===== config.mk =====
export PLATFORM = sky130hd
export DESIGN_NAME = fw_car_sensor
export DESIGN_NICKNAME = d
export VERILOG_FILES = /design/src/rtl/fw_car_sensor.sv
export SDC_FILE = /design/constraint.sdc
export NUM_CORES = 1
export LEC_CHECK = 0
export BUFFER_PORTS_ARGS = -buffer_cell sky130_fd_sc_hd__buf_2
export CAP_MARGIN = 30
export CELL_PAD_IN_SITES_DETAIL_PLACEMENT = 1
export CELL_PAD_IN_SITES_GLOBAL_PLACEMENT = 1
export CORE_UTILIZATION = 40
export CTS_CLUSTER_DIAMETER = 80
export DETAILED_ROUTE_END_ITERATION = 10
export PLACE_DENSITY_LB_ADDON = 0.1
export SYNTH_ARGS = -nofsm -noshare
export SYNTH_HDL_FRONTEND = slang
export SYNTH_SLANG_ARGS = --single-unit

===== constraint.sdc =====
create_clock -name clk -period 2.4 [get_ports clk]
set_input_delay 0.12 -clock clk [delete_from_list [all_inputs] [get_ports clk]]
set_output_delay 0.12 -clock clk [all_outputs]
set_load 0.01 [all_outputs]

===== src/rtl/fw_car_sensor.sv =====
// Farm-way loop detector front end: synchronizes and debounces the loop level,
// keeps a saturating count of waiting cars and flags a loop stuck occupied.
module fw_car_sensor #(
  parameter int DEB_CYC   = 4,
  parameter int STUCK_CYC = 200
) (
  input  logic       clk,
  input  logic       reset,
  input  logic       raw_sense,
  input  logic       car_served,
  output logic       car_on_fw,
  output logic [3:0] car_count,
  output logic       sensor_fault
);

  typedef enum logic [1:0] {
    IDLE,
    QUAL_ON,
    PRESENT,
    QUAL_OFF
  } state_t;

  localparam logic [3:0] DEB_LAST  = 4'(DEB_CYC - 1);
  localparam logic [9:0] STUCK_LIM = 10'(STUCK_CYC);
  localparam logic [9:0] STUCK_MAX = 10'h3FF;

  logic       sync1;
  logic       s;
  state_t     state;
  state_t     next_state;
  logic [3:0] deb_cnt;
  logic [3:0] deb_next;
  logic [9:0] stuck_cnt;
  logic [9:0] stuck_next;
  logic       arrival;
  logic       occupied;
  logic       fault_next;
  logic [3:0] count_next;

  // raw_sense is asynchronous to clk; only this pair of flops may look at it
  always_ff @(posedge clk) begin
    if (reset) begin
      sync1 <= 1'b0;
      s     <= 1'b0;
    end else begin
      sync1 <= raw_sense;
      s     <= sync1;
    end
  end

  always_ff @(posedge clk) begin
    if (reset) begin
      state        <= IDLE;
      deb_cnt      <= '0;
      stuck_cnt    <= '0;
      car_count    <= '0;
      sensor_fault <= 1'b0;
    end else begin
      state        <= next_state;
      deb_cnt      <= deb_next;
      stuck_cnt    <= stuck_next;
      car_count    <= count_next;
      sensor_fault <= fault_next;
    end
  end

  always_comb begin
    next_state = state;
    deb_next   = deb_cnt;
    arrival    = 1'b0;
    case (state)
      IDLE: begin
        if (s) begin
          next_state = QUAL_ON;
          deb_next   = 4'd1;
        end else begin
          deb_next   = '0;
        end
      end
      QUAL_ON: begin
        if (!s) begin
          next_state = IDLE;
          deb_next   = '0;
        end else if (deb_cnt == DEB_LAST) begin
          next_state = PRESENT;
          deb_next   = '0;
          arrival    = 1'b1;
        end else begin
          deb_next   = deb_cnt + 4'd1;
        end
      end
      PRESENT: begin
        if (!s) begin
          next_state = QUAL_OFF;
          deb_next   = 4'd1;
        end
      end
      QUAL_OFF: begin
        if (s) begin
          next_state = PRESENT;
          deb_next   = '0;
        end else if (deb_cnt == DEB_LAST) begin
          next_state = IDLE;
          deb_next   = '0;
        end else begin
          deb_next   = deb_cnt + 4'd1;
        end
      end
      default: begin
        next_state = IDLE;
        deb_next   = '0;
      end
    endcase
  end

  // The fault persists through short dropouts and only clears once the loop
  // has been fully qualified as empty again
  always_comb begin
    occupied   = (state == PRESENT) || (state == QUAL_OFF);
    stuck_next = '0;
    if (occupied) begin
      stuck_next = (stuck_cnt == STUCK_MAX) ? stuck_cnt : stuck_cnt + 10'd1;
    end
    fault_next = sensor_fault;
    if (next_state == IDLE) begin
      fault_next = 1'b0;
    end else if (occupied && (stuck_next == STUCK_LIM)) begin
      fault_next = 1'b1;
    end
  end

  always_comb begin
    count_next = car_count;
    if (arrival && !car_served) begin
      if (car_count != 4'd15) begin
        count_next = car_count + 4'd1;
      end
    end else if (car_served && !arrival) begin
      if (car_count != 4'd0) begin
        count_next = car_count - 4'd1;
      end
    end
  end

  assign car_on_fw = (car_count != 4'd0) || sensor_fault;

endmodule


# Word level (Yosys, flattened, before mapping)
# Index checks and enable logic that the tools add are counted.
[totals]
register_bits = 23
input_bits = 4
output_inout_bits = 6
word_cells = 56
[op_classes]
addsub = 4
n_eq_ne = 9
muxes = 22
reduce_logical = 14
[ops]
columns = ["cell", "count"]
rows = [
  ["4-bit two-way mux", 8],
  ["10-bit two-way mux", 2],
  ["4-bit case mux with 4 select lines", 1],
  ["2-bit two-way mux", 6],
  ["10-bit by 1-bit adder with 10-bit output (second input constant)", 1],
  ["10-bit == test (second input constant)", 1],
  ["10-bit by 8-bit == test with 1-bit output (second input constant)", 1],
  ["4-bit by 1-bit adder with 4-bit output (second input constant)", 2],
  ["2-bit case mux with 4 select lines", 1],
  ["2-bit == test (second input constant)", 2],
  ["4-bit by 2-bit == test with 1-bit output (second input constant)", 1],
  ["2-bit logical NOT", 2],
  ["1-bit two-way mux", 4],
  ["4-bit != test (second input constant)", 1],
  ["2-bit nonzero test", 2],
  ["4-bit nonzero test", 1],
  ["4-bit by 1-bit subtractor with 4-bit output (second input constant)", 1],
  ["1-bit logical AND", 3],
  ["3-bit AND reduction", 1],
  ["2-bit by 1-bit == test with 1-bit output (second input constant)", 1],
  ["1-bit logical NOT", 2],
  ["1-bit logical OR", 2],
  ["2-bit by 1-bit != test with 1-bit output (second input constant)", 1],
  ["2-bit != test (second input constant)", 1],
  ["2-bit OR reduction", 1],
]

# Depth between registers and ports, before layout
# Gate-level depths: netlist of run 1.
[depth]
depth_word = 8
depth_mapped = 11
depth_no_buf = 11

# Worst setup path before layout of run 1
# Ideal clock, no wire load.
[synth_path]
kind = "reg-to-reg"
startpoint = "register deb_cnt[0]"
endpoint = "register car_count[3]"
setup_time_ps = 128
arrival_ps = 2496
t_required_ps = 2272
path_slack_ps = -224
stages_incl_launch_ff = 11
path_buffers = 0
synth_period_minus_slack_ps = 2624
cell_sequence = "dfxtp_1 ha_1 nand4bb_1 nor3b_1 ha_1 inv_1 ha_1 a31o_1 a2111oi_1 xnor2_1 nor2_1"
[synth_between]
elab_chain_cells = 8
elab_cells_between_ends = 12
cone_classes = "eq/ne (2); mux (4); reduce/logical (6)"
[synth_lines]
columns = ["element", "line_no", "source"]
rows = [
  ["start: declaration", "31", "logic [3:0] deb_cnt;"],
  ["start signal: assignment", "60", "deb_cnt <= deb_next;"],
  ["4-bit by 2-bit == test with 1-bit output (*)", "84", "end else if (deb_cnt == DEB_LAST) begin"],
  ["1-bit two-way mux (*)", "84", ""],
  ["1-bit two-way mux (*)", "81", "if (!s) begin"],
  ["1-bit two-way mux (*)", "71", "case (state)"],
  ["1-bit logical NOT", "138", "end else if (car_served && !arrival) begin"],
  ["1-bit logical AND", "138", ""],
  ["2-bit nonzero test (no line)", "--", ""],
  ["3-bit AND reduction (no line)", "--", ""],
  ["end signal: assignment", "62", "car_count <= count_next;"],
  ["end: declaration", "12", "output logic [3:0] car_count,"],
]
# Mark *: on every way between the ends. The rest lies on a longest branch, timed or not.
# A chain may end at the register's enable or synchronous reset.

# Worst setup path in the final report of run 1
[layout_path]
startpoint = "register deb_cnt[1]"
endpoint = "register car_count[3]"
# The elaborated chain is that of the path after synthesis.

==> metrics.csv, run 1 <==
stage,metric,value,unit
status,outcome,completed,
power_and_ir_drop,leakagePower,0.539,nW
global_routing,gr-usage-all-layers,19.9,%
sta,fin_skew,9.55,ps
placement,gp_congestion,0.864,
sta,hold_viol_final,0,
cells_and_area,layout-area-overhead-vs-synth,15.8,%
sta,rsz0062_at_grt,false,
sta,fmax,439,MHz
drt,via_count,1097,
placement,port-buffer-count,9,
cells_and_area,nFillCells,355,
critical_path,crit_arrival,2490,ps
yosys,syn_inst,144,
critical_path,critical-path-max-stage-delay,390,ps
floorplanning,row_count,19,
global_routing,grt_pass1_vias,1119,
sta,drv_slew,0,
drt,dr.first_iter.drc_count,62,
yosys,synth_top_cell_area_share,36.9,%
clock_tree,clock_sinks,23,
floorplanning,die_h,57.8,um
yosys,syn_area,1250,um2
yosys,synth_commonest_cells,"dfxtp_1 (23), nor2_1 (19), nand2_1 (9), a21oi_1 (7), inv_1 (7)",
critical_path,slowest_stage,dfxtp_4,
clock_tree,clock_path_buffers,2,
global_routing,grt_first_pass_wirelength,5110,um
cells_and_area,final_nets,168,
drt,postRouteAntennaNets,0,
sta,fin_crit,2280,ps
yosys,post-synth-top-count-cell,dfxtp_1,
sta,finalSetupTns,0,ps
yosys,avgSynthCellArea,8.66,um2
min_path,hold_class,input pin to flip-flop,
sta,slew_headroom,73.8,%
yosys,ys.flop_type,dfxtp_1,
global_routing,grt_max_degree,13,
cells_and_area,diodes,0,
power_and_ir_drop,irDropWorstVdd,0.000327,V
clock_tree,cts_root_buf,clkbuf_4,
cells_and_area,drive_above_1_share,20.4,%
critical_path,crit_fanout,4,
yosys,yosysTopAreaCell,dfxtp_1,
global_routing,gr-total-overflow,0,
critical_path,start_kind,flip-flop,
yosys,synth_edf_count,0,
clock_tree,cts_tree,built,
clock_tree,cts-buffers-inserted,3,
critical_path,end_kind,flip-flop,
yosys,yosysSeqAreaShare,36.9,%
clock_tree,postCtsHoldBufs,0,
floorplanning,die_w,57.8,um
critical_path,cpMostUsedCell,ha_4,
cells_and_area,final_cells,188,
clock_tree,htree_levels,1,
critical_path,crit_chain,ha_4 -> nand4bb_4 -> nor3b_4 -> ha_2 -> inv_1 -> ha_4 -> a31o_1 -> a2111oi_4 -> xnor2_1 -> nor2_1,
job,cap_violations,0,
sta,period_share,94.9,%
drt,firstDrtPassIters,4,
placement,place_inst,183,
yosys,yosysUniqueCellTypes,47,
yosys,synth-async-reset-ratio,0,%
floorplanning,design.die.area,3350,um2
critical_path,worst-path-buf-inv,1,
yosys,synth_nets,154,
drt,drc_errors,0,
yosys,yosysWarnings,0,
placement,dp_hpwl,2200,um
floorplanning,start_util,43.7,%
drt,wl_per_cell,15.8,um
global_routing,antenna_found_initial,0,
yosys,synth-seq-cells,23,
floorplanning,core_region_area,2850,um2
critical_path,path_delay_family,adder cells,
yosys,synth.area.top_cells,"dfxtp_1 (37%), ha_1 (6.0%), nor2_1 (5.7%)",
power_and_ir_drop,power_density,711,nW/um2
clock_tree,path_clk_slew,130,ps
drt,vias_per_cell,5.84,
clock_tree,clkLatencyLatePin,320,ps
sta,final-setup-viol-count,0,
drt,wl,2970,um
critical_path,critPathRequiredTime,2610,ps
sta,worst_pin_slew,392,ps
critical_path,criticalPathCategory,flip-flop to flip-flop,
floorplanning,io_pins,10,
## path summary, 6_finish.rpt
path                                               from                         to  slack (ps)  cells after the start
worst min-delay path                          raw_sense           sync1$_SDFF_PP0_          10                      2
worst min register to register         sync1$_SDFF_PP0_               s$_SDFF_PP0_         460                      1
worst max-delay path            deb_cnt[1]$_SDFFE_PP0P_  car_count[3]$_SDFFE_PP0P_         120                     10
worst max register to register  deb_cnt[1]$_SDFFE_PP0P_  car_count[3]$_SDFFE_PP0P_         120                     10
## area by class of cell
class                   instances  area, um2  share of cell area, %
flip-flops and latches         23        465                   32.2
clock buffers                   4       26.3                   1.82
multi-input cells             109        806                   55.8
inverters                       7       26.3                   1.82
well taps                      31       38.8                   2.68
repair buffers                 14       82.6                   5.71
## worst reg2reg max path: stages, from the launching register on
cell,delay (ps)
dfxtp_4,390
ha_4,150
nand4bb_4,120
nor3b_4,210
ha_2,200
inv_1,90
ha_4,250
a31o_1,250
a2111oi_4,310
xnor2_1,160
nor2_1,60
## per-stage QoR
step | total power, mW | hold slack, ps | worst slack, ps | util, % | cell area [um2]
floorplan | 0.719 | 204 | 13.3 | - | 1280
global placement | 0.800 | 338 | 53.0 | 47.9 | 1370
detailed placement | 0.819 | 344 | -47.8 | 47.9 | 1370
CTS | 1.04 | 6.20 | 36.7 | 50.0 | 1430
global route | 1.09 | 25.5 | 6.70 | 50.7 | 1450
finish | 1.03 | 9.54 | 123 | 50.7 | 1450
## timing repair
item | 4_1_cts | 5_1_grt
gates cloned | 0 | 0
pin swaps | 1 | 1
gates resized for setup | 3 | 4
endpoints found under the setup margin | 1 | 1
setup buffers | 1 | 0
## cell usage in the layout, fill, tap and decap left out, types with 3 or more instances in the layout
cell / instances
a21oi_1: 7
a22oi_1: 4
and2_1: 3
and3_1: 3
buf_2: 9
buf_4: 5
clkbuf_4: 3
dfxtp_1: 21
ha_1: 3
inv_1: 7
mux2i_1: 4
nand2_1: 9
nand3_1: 5
nor2_1: 19
nor2b_1: 5
nor3_1: 3
xnor2_1: 5
## power breakdown
part	internal, mW	switching, mW	leakage [nW]
clock	0.0650	0.126	0.0150
sequential	0.414	0.0583	0.188
combinational	0.186	0.178	0.337
## routing by layer
layer,GRT usage (%),up-vias,share of wire [%]
li1,-,548,-
met1,27.9,525,48
met2,32.0,20,47
met3,2.68,4,3.6
met4,6.12,0,1.2
met5,0,-,0
## flip-flops by register name (all words and copies together), names as in the netlist
| register | cells |
|---|---|
| stuck_cnt | 10 |
| car_count | 4 |
| deb_cnt | 4 |
| state | 2 |
| s | 1 |
| sensor_fault | 1 |
| sync1 | 1 |
## cell families after synthesis
kind of cell / synth area share [%]
buffers and inverters: 4.31
adders and majority gates: 6.02
and+or+nand+nor: 26.1
xor gates and xnor gates: 4.21
DFF: 36.9
muxes: 5.32
AOI/OAI and AO/OA: 17.2
Note: power is estimated with default switching activity, not from simulation.
==> run 2: changes to the inputs <==
- GPL_TIMING_DRIVEN: unset -> 0
==> run 2 against run 1 <==
Sequential share of layout area down 1.7 points; largest power group unchanged; count of clock-buffer cells in the layout shrank 1; critical path type unchanged; clock skew fell by 6.8 ps; die area unchanged; total power increased by 2.0%.
==> metrics.csv, run 2 (synthesis results as in run 1) <==
stage,metric,value,unit,change
power_and_ir_drop,sequentialPowerShare,43.6,%,was 46.0%
power_and_ir_drop,power_frac_clock,18.7,%,was 18.6%
placement,dp_hpwl,2160,um,was 2200 um
floorplanning,die_h,57.8,um,unchanged
floorplanning,design.die.area,3350,um2,unchanged
global_routing,grt_first_pass_wirelength,5180,um,was 5110 um
placement,gp_congestion,0.847,,was 0.864
critical_path,crit_fanout,4,,unchanged
cells_and_area,regMostFlops,stuck_cnt,,unchanged
critical_path,crit_arrival,2570,ps,was 2490 ps
sta,rsz0062_at_grt,true,,was false
floorplanning,die_w,57.8,um,unchanged
cells_and_area,reg.largest.list,"stuck_cnt: 10 flops, car_count: 4 flops, deb_cnt: 4 flops",,unchanged
cells_and_area,diodes,0,,unchanged
global_routing,antenna_found_initial,0,,unchanged
power_and_ir_drop,netSwitchingPower,0.378,mW,was 0.363 mW
clock_tree,path_clk_slew,140,ps,was 130 ps
sta,drv_slew,0,,unchanged
cells_and_area,drive_above_1_share,24.0,%,was 20.4%
cells_and_area,multiInputGateArea,818,um2,was 806 um2
clock_tree,cts-buffers-inserted,3,,unchanged
drt,via_count,1163,,was 1097
job,cap_violations,0,,unchanged
sta,fin_crit,2340,ps,was 2280 ps
clock_tree,htree_levels,1,,unchanged
placement,dpl_cell_area,1360,um2,was 1370 um2
min_path,hold_class,input pin to flip-flop,,unchanged
cells_and_area,seq_area,468,um2,was 465 um2
floorplanning,start_util,43.7,%,unchanged
sta,slew_headroom,67.5,%,was 73.8%
cells_and_area,mostFrequentLayoutCell,dfxtp_1,,unchanged
sta,final-setup-viol-count,0,,unchanged
floorplanning,io_pins,10,,unchanged
drt,wl_per_cell,16.5,um,was 15.8 um
drt,vias_per_cell,5.87,,was 5.84
power_and_ir_drop,power_density,684,nW/um2,was 711 nW/um2
global_routing,grtUsageMet3,4.46,%,was 2.68%
power_and_ir_drop,p_int,0.671,mW,was 0.665 mW
sta,worst_pin_slew,488,ps,was 392 ps
clock_tree,clock_sinks,23,,unchanged
critical_path,start_kind,flip-flop,,unchanged
global_routing,grt_pass1_vias,1126,,was 1119
power_and_ir_drop,p_sw_share,36.1,%,was 35.3%
cells_and_area,final_nets,178,,was 168
clock_tree,clock_path_buffers,2,,unchanged
placement,port-buffer-count,9,,unchanged
global_routing,gr-total-overflow,0,,unchanged
drt,drc_errors,0,,unchanged
drt,wl,3270,um,was 2970 um
power_and_ir_drop,irDropWorstVdd,0.000488,V,was 0.000327 V
sta,fin_skew,2.76,ps,was 9.55 ps
cells_and_area,most-common-layout-cells,"dfxtp_1 (21), nor2_1 (19), buf_2 (10)",,"was dfxtp_1 (21), nor2_1 (19), nand2_1 (9), buf_2 (9)"
clock_tree,clkLatencyLatePin,330,ps,was 320 ps
sta,fmax,427,MHz,was 439 MHz
global_routing,grt_max_degree,14,,was 13
clock_tree,cts_root_buf,clkbuf_4,,unchanged
critical_path,criticalPathCategory,flip-flop to flip-flop,,unchanged
global_routing,gr-usage-all-layers,20.4,%,was 19.9%
power_and_ir_drop,pwr-share-comb,37.7,%,was 35.4%
clock_tree,cts_tree,built,,unchanged
cells_and_area,nFillCells,340,,was 355
critical_path,end_kind,flip-flop,,unchanged
power_and_ir_drop,leakagePower,0.581,nW,was 0.539 nW
cells_and_area,largest_reg_flops,10,,unchanged
cells_and_area,final_cell_area,1530,um2,was 1450 um2
drt,postRouteAntennaNets,0,,unchanged
status,outcome,completed,,unchanged
sta,period_share,97.6,%,was 94.9%
floorplanning,core_region_area,2850,um2,unchanged
global_routing,grtUsageMet1,23.7,%,was 27.9%
drt,dr.first_iter.drc_count,48,,was 62
sta,hold_viol_final,0,,unchanged
cells_and_area,layout-area-overhead-vs-synth,23.0,%,was 15.8%
global_routing,top_usage_layer,met2,,unchanged
floorplanning,row_count,19,,unchanged
drt,firstDrtPassIters,4,,unchanged
critical_path,critPathRequiredTime,2630,ps,was 2610 ps
cells_and_area,final_util,53.8,%,was 50.7%
global_routing,grt.met2_usage,36.0,%,was 32.0%
run 2: through the flow:
step                      setup TNS (ps)  instances  hold slack, ps  power [mW]  setup WS [ps]
after floorplan                        0        144             204       0.719           13.3
after global placement              -179        184             332       0.801           -179
after detailed placement            -274        184             335       0.826           -274
after CTS                              0        193             438        1.05           20.4
after global routing               -47.9        198             482        1.11          -47.9
final                                  0        198             436        1.05           58.3
run 2: critical path, cell delays in order (launching register included):
cell,delay (ps)
dfxtp_4,390
ha_4,150
nand4bb_4,150
nor3b_4,260
ha_4,190
inv_4,40
ha_4,220
a31o_1,240
a2111oi_4,370
xnor2_1,160
nor2_1,50
run 2: area by class of cell:
type / count / share of cell area, %
well taps: 31 / 2.53
clock buffers: 3 / 1.47
inverters: 7 / 1.88
plain buffers: 5 / 1.79
multi-input cells: 109 / 53.3
clock inverters: 1 / 0.326
repair buffers: 19 / 8.16
flip-flops and latches: 23 / 30.5
run 2: worst paths after layout:
kind / to / depth (start not counted) / startpoint / slack (ps)
max: car_count[3]$_SDFFE_PP0P_ / 10 / deb_cnt[1]$_SDFFE_PP0P_ / 60
min reg2reg: s$_SDFF_PP0_ / 1 / sync1$_SDFF_PP0_ / 460
max reg2reg: car_count[3]$_SDFFE_PP0P_ / 10 / deb_cnt[1]$_SDFFE_PP0P_ / 60
min: car_count[0]$_SDFFE_PP0P_ / 6 / car_served / 440
run 2: timing repair:
| action | in CTS | in global routing |
|---|---|---|
| endpoints found under the setup margin | 1 | 1 |
| endpoints found under the hold margin | 2 | 0 |
| gates resized for setup | 7 | 5 |
| cloned | 0 | 0 |
| pin swaps | 2 | 6 |
| buffers inserted | 3 | 5 |
| hold buffers | 2 | 0 |
run 2: metal layers:
metal	vias up	share of wire [%]
li1	568	-
met1	563	44
met2	19	51
met3	13	2.6
met4	0	2.8
met5	-	0
run 2: power groups by stage:
stage	clock, mW	sequential, mW	combinational [mW]
2_1_floorplan	0	0.470	0.249
3_3_place_gp	0	0.459	0.341
3_5_place_dp	0	0.462	0.364
4_1_cts	0.195	0.458	0.397
5_1_grt	0.214	0.462	0.431
6_report	0.196	0.457	0.396
==> run 3: changes to the inputs <==
- ABC_AREA: unset -> 1
- CORE_UTILIZATION: 40 -> 39
==> run 3 against run 2 <==
Clock skew increased by 2.4 ps; critical path depth increased by 3; total power decreased by 11%; highest routed layer unchanged; synthesized area increased by 10%; clock power decreased by 4%; critical path type unchanged; cell area increased by 0.41%; hold slack got worse by 330 ps.
==> metrics.csv, run 3 <==
stage,metric,value,unit,change
yosys,synth.area.top_cells,"dfxtp_1 (33%), nand2_1 (11%), inv_1 (7.6%)",,"was dfxtp_1 (37%), ha_1 (6.0%), nor2_1 (5.7%)"
critical_path,start_kind,flip-flop,,unchanged
yosys,yosysWarnings,0,,unchanged
drt,drc_errors,0,,unchanged
critical_path,crit_chain,ha_1 -> nand2_1 -> nor2_1 -> nand2_2 -> nor2_4 -> ha_4 -> inv_1 -> ha_1 -> nand3_1 -> nand3_1 -> xor2_1 -> nand2_1 -> a21oi_1,,was ha_4 -> nand4bb_4 -> nor3b_4 -> ha_4 -> inv_4 -> ha_4 -> a31o_1 -> a2111oi_4 -> xnor2_1 -> nor2_1
cells_and_area,final_nets,216,,was 178
floorplanning,die_w,61.4,um,was 57.8 um
clock_tree,clock_path_buffers,2,,unchanged
critical_path,crit_arrival,2410,ps,was 2570 ps
power_and_ir_drop,p_total,0.937,mW,was 1.05 mW
power_and_ir_drop,power_frac_clock,20.2,%,was 18.7%
sta,fin_skew,5.19,ps,was 2.76 ps
power_and_ir_drop,netSwitchingPower,0.339,mW,was 0.378 mW
global_routing,grt_max_degree,14,,unchanged
placement,dp_hpwl,2440,um,was 2160 um
clock_tree,path_clk_slew,140,ps,about the same
sta,drv_slew,0,,unchanged
floorplanning,io_pins,10,,unchanged
yosys,avgSynthCellArea,7.21,um2,was 8.66 um2
clock_tree,clkLatencyLatePin,310,ps,was 330 ps
yosys,synth-async-reset-ratio,0,%,unchanged
critical_path,end_kind,flip-flop,,unchanged
clock_tree,clock_sinks,23,,unchanged
cells_and_area,drive_above_1_share,18.5,%,was 24.0%
sta,period_share,89.9,%,was 97.6%
power_and_ir_drop,power_density,609,nW/um2,was 684 nW/um2
power_and_ir_drop,leakagePower,0.703,nW,was 0.581 nW
yosys,syn_inst,191,,was 144
yosys,synth_nets,201,,was 154
job,cap_violations,0,,unchanged
yosys,synth_top_cell_area_share,33.5,%,was 36.9%
status,outcome,completed,,unchanged
global_routing,grt.met2_usage,31.4,%,was 36.0%
global_routing,grt_first_pass_wirelength,5290,um,was 5180 um
yosys,ys.flop_type,dfxtp_1,,unchanged
yosys,synth_commonest_cells,"nand2_1 (39), inv_1 (28), nor2_1 (24), dfxtp_1 (23), nand3_1 (16)",,"was dfxtp_1 (23), nor2_1 (19), nand2_1 (9), a21oi_1 (7), inv_1 (7)"
global_routing,antenna_found_initial,0,,unchanged
yosys,synth_edf_count,0,,unchanged
critical_path,crit_fanout,4,,unchanged
drt,wl,3140,um,was 3270 um
sta,hold_viol_final,0,,unchanged
clock_tree,cts_root_buf,clkbuf_4,,unchanged
global_routing,grt_pass1_vias,1185,,was 1126
global_routing,top_usage_layer,met2,,unchanged
placement,port-buffer-count,9,,unchanged
power_and_ir_drop,irDropWorstVdd,0.000387,V,was 0.000488 V
placement,gp_congestion,0.778,,was 0.847
drt,firstDrtPassIters,4,,unchanged
cells_and_area,mostFrequentLayoutCell,nand2_1,,was dfxtp_1
clock_tree,htree_levels,1,,unchanged
drt,wl_per_cell,12.5,um,was 16.5 um
cells_and_area,layout-area-overhead-vs-synth,11.9,%,was 23.0%
floorplanning,core_region_area,3360,um2,was 2850 um2
floorplanning,start_util,40.9,%,was 43.7%
critical_path,critPathRequiredTime,2660,ps,was 2630 ps
yosys,yosysSeqAreaShare,33.5,%,was 36.9%
drt,dr.first_iter.drc_count,49,,was 48
global_routing,grtUsageMet3,2.52,%,was 4.46%
power_and_ir_drop,p_sw_share,36.1,%,about the same
yosys,yosysUniqueCellTypes,28,,was 47
sta,finalSetupTns,0,ps,unchanged
sta,rsz0062_at_grt,false,,was true
drt,via_count,1220,,was 1163
floorplanning,row_count,21,,was 19
floorplanning,design.die.area,3770,um2,was 3350 um2
cells_and_area,largest_reg_flops,10,,unchanged
power_and_ir_drop,sequentialPowerShare,48.9,%,was 43.6%
global_routing,gr-usage-all-layers,19.0,%,was 20.4%
sta,worst_pin_slew,553,ps,was 488 ps
global_routing,gr-total-overflow,0,,unchanged
cells_and_area,reg.largest.list,"stuck_cnt: 10 flops, car_count: 4 flops, deb_cnt: 4 flops",,unchanged
cells_and_area,nFillCells,462,,was 340
drt,vias_per_cell,4.86,,was 5.87
power_and_ir_drop,p_int,0.599,mW,was 0.671 mW
yosys,yosysTopAreaCell,dfxtp_1,,unchanged
floorplanning,die_h,61.4,um,was 57.8 um
critical_path,criticalPathCategory,flip-flop to flip-flop,,unchanged
sta,slew_headroom,63.1,%,was 67.5%
cells_and_area,diodes,0,,unchanged
global_routing,grtUsageMet1,26.7,%,was 23.7%
yosys,syn_area,1380,um2,was 1250 um2
cells_and_area,regMostFlops,stuck_cnt,,unchanged
power_and_ir_drop,pwr-share-comb,30.9,%,was 37.7%
yosys,synth-seq-cells,23,,unchanged
sta,fmax,464,MHz,was 427 MHz
sta,final-setup-viol-count,0,,unchanged
clock_tree,cts-buffers-inserted,3,,unchanged
critical_path,critical-path-max-stage-delay,390,ps,about the same
sta,fin_crit,2160,ps,was 2340 ps
cells_and_area,most-common-layout-cells,"nand2_1 (38), inv_1 (28), nor2_1 (23)",,"was dfxtp_1 (21), nor2_1 (19), buf_2 (10)"
min_path,hold_class,input pin to flip-flop,,unchanged
drt,postRouteAntennaNets,0,,unchanged
yosys,post-synth-top-count-cell,nand2_1,,was dfxtp_1
critical_path,slowest_stage,dfxtp_1,,was dfxtp_4
clock_tree,cts_tree,built,,unchanged
-- run 3: path summary, 6_finish.rpt --
path | startpoint | endpoint | slack (ps) | cells past startpoint
min | reset | car_count[1]$_SDFFE_PP0P_ | 100 | 4
max reg2reg | deb_cnt[1]$_SDFFE_PP0P_ | car_count[3]$_SDFFE_PP0P_ | 240 | 13
max | deb_cnt[1]$_SDFFE_PP0P_ | car_count[3]$_SDFFE_PP0P_ | 240 | 13
min reg2reg | sync1$_SDFF_PP0_ | s$_SDFF_PP0_ | 410 | 2
-- run 3: repair_timing --
item                       CTS  global route
hold buffers                 1             0
gates resized for setup      0             6
hold endpoints to repair     1             0
setup endpoints to repair    0             2
setup buffers                0             0
-- run 3: cells by family (layout without fill, tap and decap cells) --
group	Yosys count	count (layout)	synth area share (%)
AOI/OAI and AO/OA	20	20	8.46
xor gates and xnor gates	8	8	5.09
adders and majority gates	6	6	5.45
buffers and inverters	32	46	9.45
DFF	23	23	33.5
and+or+nand+nor	102	102	38.1
-- run 3: layout make-up --
cell class                      instances  area [um2]  share of cell area, %
Sequential cell                        23         462                   30.0
Multi-Input combinational cell        136         808                   52.5
Clock inverter                          1        5.00                  0.325
Inverter                               29         111                   7.23
Timing Repair Buffer                   10        55.1                   3.57
Buffer                                  3        18.8                   1.22
Clock buffer                            3        22.5                   1.46
Tap cell                               46        57.6                   3.74
-- run 3: stage by stage --
stage               worst slack [ps]  cell area, um2  hold WS [ps]  cells  util [%]
finish                           243            1540           102    251      45.8
global route                    4.87            1540           101    251      45.8
CTS                             69.5            1520          91.1    251      45.1
detailed placement               113            1480           334    246      44.0
global placement                 160            1480           323    246      44.0
floorplan                        375            1380           227    191         -
-- run 3: routing by layer --
metal / share of wire [%] / routed length [um]
met1: 51 / 1580
met4: 0.41 / 13
met2: 48 / 1510
met5: 0 / 0
met3: 0.99 / 31
-- run 3: worst max-delay path: cells and delay by family (launching register included) --
kind	cells	cell delay, ps
flops	1	390
compound gates	1	110
xor+xnor	1	160
buf+inv	1	50
simple gates	7	730
fa+ha+maj	3	680
-- run 3: power by group through the flow --
stage / logic [mW] / clock network (mW) / registers, mW
2_1_floorplan: 0.185 / 0 / 0.472
3_3_place_gp: 0.273 / 0 / 0.464
3_5_place_dp: 0.289 / 0 / 0.467
4_1_cts: 0.293 / 0.199 / 0.459
5_1_grt: 0.335 / 0.214 / 0.465
6_report: 0.290 / 0.189 / 0.459
